--- src/rtl/amem_wadr_pipe.sv ---
// A-memory address control: delayed-write address pipeline of DEPTH stages,
// A-memory address mux, read/write pulses and read-after-pending-write bypass flags.
module amem_wadr_pipe #(
  parameter  int AW     = 10,
  parameter  int MW     = 5,
  parameter  int IR_W   = 49,
  parameter  int RA_LSB = 32,
  parameter  int WA_LSB = 14,
  parameter  int DEPTH  = 1,
  localparam int IW     = (DEPTH > 1) ? $clog2(DEPTH) : 1,
  localparam int PW     = $clog2(DEPTH + 1)
) (
  input  logic            clk,
  input  logic            reset,
  input  logic            state_decode,
  input  logic            state_write,
  input  logic            destm,
  input  logic            dest,
  input  logic            flush,
  input  logic [IR_W-1:0] ir,
  output logic [AW-1:0]   wadr,
  output logic [AW-1:0]   aadr,
  output logic            awp,
  output logic            arp,
  output logic            byp_hit,
  output logic [IW-1:0]   byp_idx,
  output logic [PW-1:0]   pending
);

  logic [AW-1:0]    addr_reg  [DEPTH];
  logic [AW-1:0]    addr_next [DEPTH];
  logic [DEPTH-1:0] valid_reg;
  logic [DEPTH-1:0] valid_next;
  logic [PW-1:0]    pending_reg;
  logic [PW-1:0]    pending_next;
  logic [AW-1:0]    cap_addr;
  logic [AW-1:0]    rd_addr;
  logic             unused_ir;

  assign unused_ir = ^ir;
  assign rd_addr   = ir[RA_LSB+AW-1:RA_LSB];
  assign cap_addr  = destm ? {{(AW-MW){1'b0}}, ir[WA_LSB+MW-1:WA_LSB]}
                           : ir[WA_LSB+AW-1:WA_LSB];

  // Per-stage next state: flush clears valid but never shifts; decode shifts,
  // and a write retires the oldest stage unless decode shifts a new one in.
  for (genvar gi = 0; gi < DEPTH; gi++) begin : g_stage
    logic          src_valid;
    logic [AW-1:0] src_addr;
    logic          retire;

    if (gi == 0) begin : g_head
      assign src_valid = dest;
      assign src_addr  = cap_addr;
    end else begin : g_body
      assign src_valid = valid_reg[gi-1];
      assign src_addr  = addr_reg[gi-1];
    end

    assign retire         = (gi == DEPTH - 1) && state_write;
    assign valid_next[gi] = flush        ? 1'b0 :
                            state_decode ? src_valid :
                            retire       ? 1'b0 : valid_reg[gi];
    assign addr_next[gi]  = (state_decode && !flush) ? src_addr : addr_reg[gi];
  end

  always_comb begin
    pending_next = '0;
    for (int i = 0; i < DEPTH; i++) begin
      pending_next = pending_next + PW'(valid_next[i]);
    end
  end

  always_ff @(posedge clk) begin
    if (reset) begin
      addr_reg    <= '{default: '0};
      valid_reg   <= '0;
      pending_reg <= '0;
    end else begin
      addr_reg    <= addr_next;
      valid_reg   <= valid_next;
      pending_reg <= pending_next;
    end
  end

  // Descending scan so the lowest (newest) matching stage wins.
  always_comb begin
    byp_hit = 1'b0;
    byp_idx = '0;
    for (int i = DEPTH - 1; i >= 0; i--) begin
      if (valid_reg[i] && (addr_reg[i] == rd_addr)) begin
        byp_hit = 1'b1;
        byp_idx = IW'(i);
      end
    end
  end

  assign wadr    = addr_reg[DEPTH-1];
  assign awp     = state_write & valid_reg[DEPTH-1];
  assign arp     = state_decode;
  assign aadr    = state_write ? wadr : rd_addr;
  assign pending = pending_reg;

endmodule

--- config.mk ---
export PLATFORM = sky130hd
export DESIGN_NAME = amem_wadr_pipe
export DESIGN_NICKNAME = d
export VERILOG_FILES = /design/src/rtl/amem_wadr_pipe.sv
export SDC_FILE = /design/constraint.sdc
export NUM_CORES = 1
export LEC_CHECK = 0
export ABC_AREA = 1
export ABC_CLOCK_PERIOD_IN_PS = 1370
export BUFFER_PORTS_ARGS = -buffer_cell sky130_fd_sc_hd__buf_2
export CAP_MARGIN = 25
export CORE_UTILIZATION = 33
export CTS_CLUSTER_SIZE = 12
export DETAILED_ROUTE_END_ITERATION = 12
export PLACE_DENSITY = 0.78
export SLEW_MARGIN = 20
export SYNTH_ARGS = -nofsm -noshare
export SYNTH_HDL_FRONTEND = slang
export SYNTH_SLANG_ARGS = --single-unit
--- constraint.sdc ---
create_clock -name clk -period 1.37 [get_ports clk]
set_clock_uncertainty 0.15 [all_clocks]
set_input_delay 0.274 -clock clk [delete_from_list [all_inputs] [get_ports clk]]
set_output_delay 0.274 -clock clk [all_outputs]
set_load 0.03 [all_outputs]
# [Word-level counts from Yosys, hierarchy flattened]
# Cells that the tools add are included.
[word_totals] register_bits=11 in_bits=56 output_inout_bits=25 word_cells=14
[classes] n_eq_ne=1 muxes=5 bitwise=1 reduce_logical=5
[ops] op="two-way mux 10 bit" count=2
[ops] op="equality test 10 bit" count=1
[ops] op="two-way mux 1 bit" count=3
[ops] op="logical AND 1 bit" count=2
[ops] op="nonzero test 2 bit" count=1
[ops] op="OR reduction 2 bit" count=1
[ops] op="AND 1 bit" count=1
[ops] op="logical NOT 1 bit" count=1

# [Longest topological paths before layout]
[logic_depth] word_depth=3 depth_mapped=8 ltp_nobuf=8

# [Worst setup path before layout]
# No wires, ideal clock.
[synth_timing] path_type="register -> output" startpoint="reg addr_reg, in the netlist wadr[6]" endpoint="out byp_hit" arrival_time_ps=1320 required_time_ps=946 path_slack_ps=-374 stages_incl_launch_ff=9 path_buffers=0 path_cell_list="dfxtp_1 inv_1 nand2_1 nand2_1 inv_1 nand2_1 nor2_1 nand2_1 nor2_1"
[synth_via] elab_chain_cells=3
[synth_lines] item="start, declared" line_no="30" source="logic [AW-1:0] addr_reg [DEPTH];"
[synth_lines] item="start signal, assigned" line_no="80" source="addr_reg <= addr_next;"
[synth_lines] item="equality test 10 bit" line_no="91" source="if (valid_reg[i] && (addr_reg[i] == rd_addr)) begin"
[synth_lines] item="logical AND 1 bit" line_no="91"
[synth_lines] item="two-way mux 1 bit" line_no="91"
[synth_lines] item="end, declared" line_no="25" source="output logic byp_hit,"
# Every way passes these cells.

# [Final worst setup path]
[layout_timing] startpoint="reg addr_reg, in the netlist wadr[5]" endpoint="out byp_hit"
# Same word-level chain as after synthesis.

==> impl_metrics.ini <==
[status]
status = finished, violations left
violations = negative setup slack

[place]
dp_slack_ns = -0.163
gp_congestion = 0.751
portBuffers = 50
dpl.hpwl_um = 1640
dpl.cell_count = 211

[routing]
avgViaCountPerCell = 4.65
drt_iter0_markers = 35
wl_um = 2430
ant_nets = 0
wl_per_cell_um = 11.1
first_pass_iters = 4
num_vias = 1023
drc_errors = 0

[synth]
ys_seq_elements = 11
ys_warn_count = 0
syn_nets = 178
ys_seq_area_frac = 0.306
synth_cell_type_count = 15
postSynthCellCount = 122
netlist_area_sq_um = 719
synth.avg_cell_area_sq_um = 5.90

[sta]
clock.fmax_ghz = 0.579
grt_setup_unrepaired = true
period_share = 1.26
layout_setup_ws_ns = -0.357
hold_slack_ns = 0.00769
slew_violations = 0
fin_crit_ns = 1.73
hold_viol = 0
setup_viol = 12

[die]
die_w_um = 48.7
pin_count = 81
rows = 16
start_util = 0.359
fp.dieH_um = 48.7
design.core.area_sq_mm = 0.00200
dieArea_sq_mm = 0.00237

[clock_network]
insertion_delay_ns = 0.28
clockRootBuffer = clkbuf_4
cts_tree = done
clock_sinks = 11
holdBufCountCts = 0
cts-root-to-sink-buffers = 2
path_clk_slew_ns = 0.08
cts_made_buffers = 3
h-tree-depth = 1

[worst_setup_path]
crit_arrival_ns = 1.30
r2r_cells = 5
r2r_slack_ns = 0.34
setup.worst_path.end_class = output pin
critical_path_class = flip-flop to output pin
cp-start-kind = flip-flop
r2r-start = pending
crit_start = wadr[5]
crit_path_end = byp_hit
path_max_fanout = 4
critical_path_required_ns = 0.95
reg2reg_to = pending

[finish]
largest_reg_flops = 10
antennaDiodeCount = 0
layout-drive-gt1-share = 0.539
final_core_util = 0.674
nFillCells = 162
finalNonFillerCells = 220
syn_to_final_growth_pct = 87.5
layout.nets = 250

[grt]
grt_max_degree = 20
met2_usage = 0.329
antenna_found_initial = 0
grt_pass1_vias = 810
met1_usage = 0.211
gr-max-usage-layer = met2
grt-ovfl-total = 0
use_met3 = 0.0157
grtUsageTotal = 0.179
grt_pass1_wl_um = 3340

[power_and_ir_drop]
p_leak_nw = 0.742
power_per_cell_area_mw_per_mm2 = 744
peakVddDrop_uv = 429
power_mw = 1.00

[worst_hold_path]
hp-class = input pin to flip-flop
hp-start = flush

[run]
drv_cap = 0
-- cells by family (layout without fill, tap and decap cells) --
family | after synthesis | in the layout | share of synthesized area
compound gates | 22 | 22 | 0.163
other cells | 1 | 1 | 0.00521
simple gates | 58 | 58 | 0.317
xor+xnor | 4 | 4 | 0.0487
buf+inv | 26 | 97 | 0.160
flops | 11 | 11 | 0.306
-- worst max-delay path, cell delays in order (launching register included) --
cell and delay, ns:
dfxtp_2 0.36, nor2_1 0.05, nor2_1 0.11, nand2_1 0.07
nor2_1 0.12, nand2_1 0.09, nor2_4 0.09, buf_6 0.13
-- how the worst min path moves through the flow --
stage              end  slack, ns  cells after the start
3_3_place_gp   pending       0.31                      2
2_1_floorplan  wadr[5]       0.19                      1
3_5_place_dp   pending       0.31                      2
4_1_cts        pending       0.02                      2
5_1_grt        pending       0.02                      2
6_report       pending      0.008                      2
-- cell usage after synthesis --
| library cell | number | area share |
|---|---|---|
| o21ai_0 | 11 | 0.077 |
| xnor2_1 | 4 | 0.049 |
| inv_1 | 21 | 0.11 |
| buf_4 | 2 | 0.021 |
| buf_6 | 1 | 0.016 |
| nand3_1 | 4 | 0.028 |
| nor3_1 | 2 | 0.014 |
| nand2_2 | 1 | 0.0087 |
| a21oi_1 | 8 | 0.056 |
| nor2_1 | 11 | 0.057 |
| conb_1 | 1 | 0.0052 |
| buf_2 | 2 | 0.014 |
| a211oi_1 | 3 | 0.031 |
| dfxtp_1 | 11 | 0.31 |
| nand2_1 | 40 | 0.21 |
-- power by group --
part	internal, mW	switching, mW
sequential	0.341	0.0159
clock	0.113	0.126
combinational	0.179	0.229
-- metal layers --
layer  routed length [um]  part of all wire
met4                   27             0.011
met5                    0                 0
met2                 1220              0.50
met3                  191             0.079
met1                  999              0.41
-- final cells by class --
cell class | count | area, sq um | area share
Sequential cell | 11 | 234 | 0.173
Inverter | 21 | 78.8 | 0.0584
Tap cell | 27 | 33.8 | 0.0250
Multi-Input combinational cell | 85 | 447 | 0.331
Clock buffer | 4 | 26.3 | 0.0195
Timing Repair Buffer | 72 | 529 | 0.392
-- stage by stage --
step                instance area (sq um)  setup TNS [ns]
floorplan                             732           -1.19
global placement                     1110          -0.149
detailed placement                   1110          -0.225
CTS                                  1260          -0.767
global route                         1350           -1.49
finish                               1350           -1.09
-- placed cells by master, fill, tap and decap left out --
master     n
a211oi_1   3
a21oi_1    8
buf_2     36
buf_4     15
buf_6     21
clkbuf_1   1
clkbuf_4   3
conb_1     1
dfxtp_2   11
inv_1     20
inv_2      1
nand2_1   27
nand2_2   11
nand2_4    3
nand3_1    4
nor2_1    10
nor2_4     1
nor3_1     2
o21ai_0    5
o21ai_1    4
o21ai_2    2
xnor2_1    4
-- what timing repair did --
action	in CTS	in global routing
setup endpoints to repair	12	13
buffers inserted	2	5
pin swaps	3	1
resized for setup	47	22
Power figures use the tool's default switching activity.
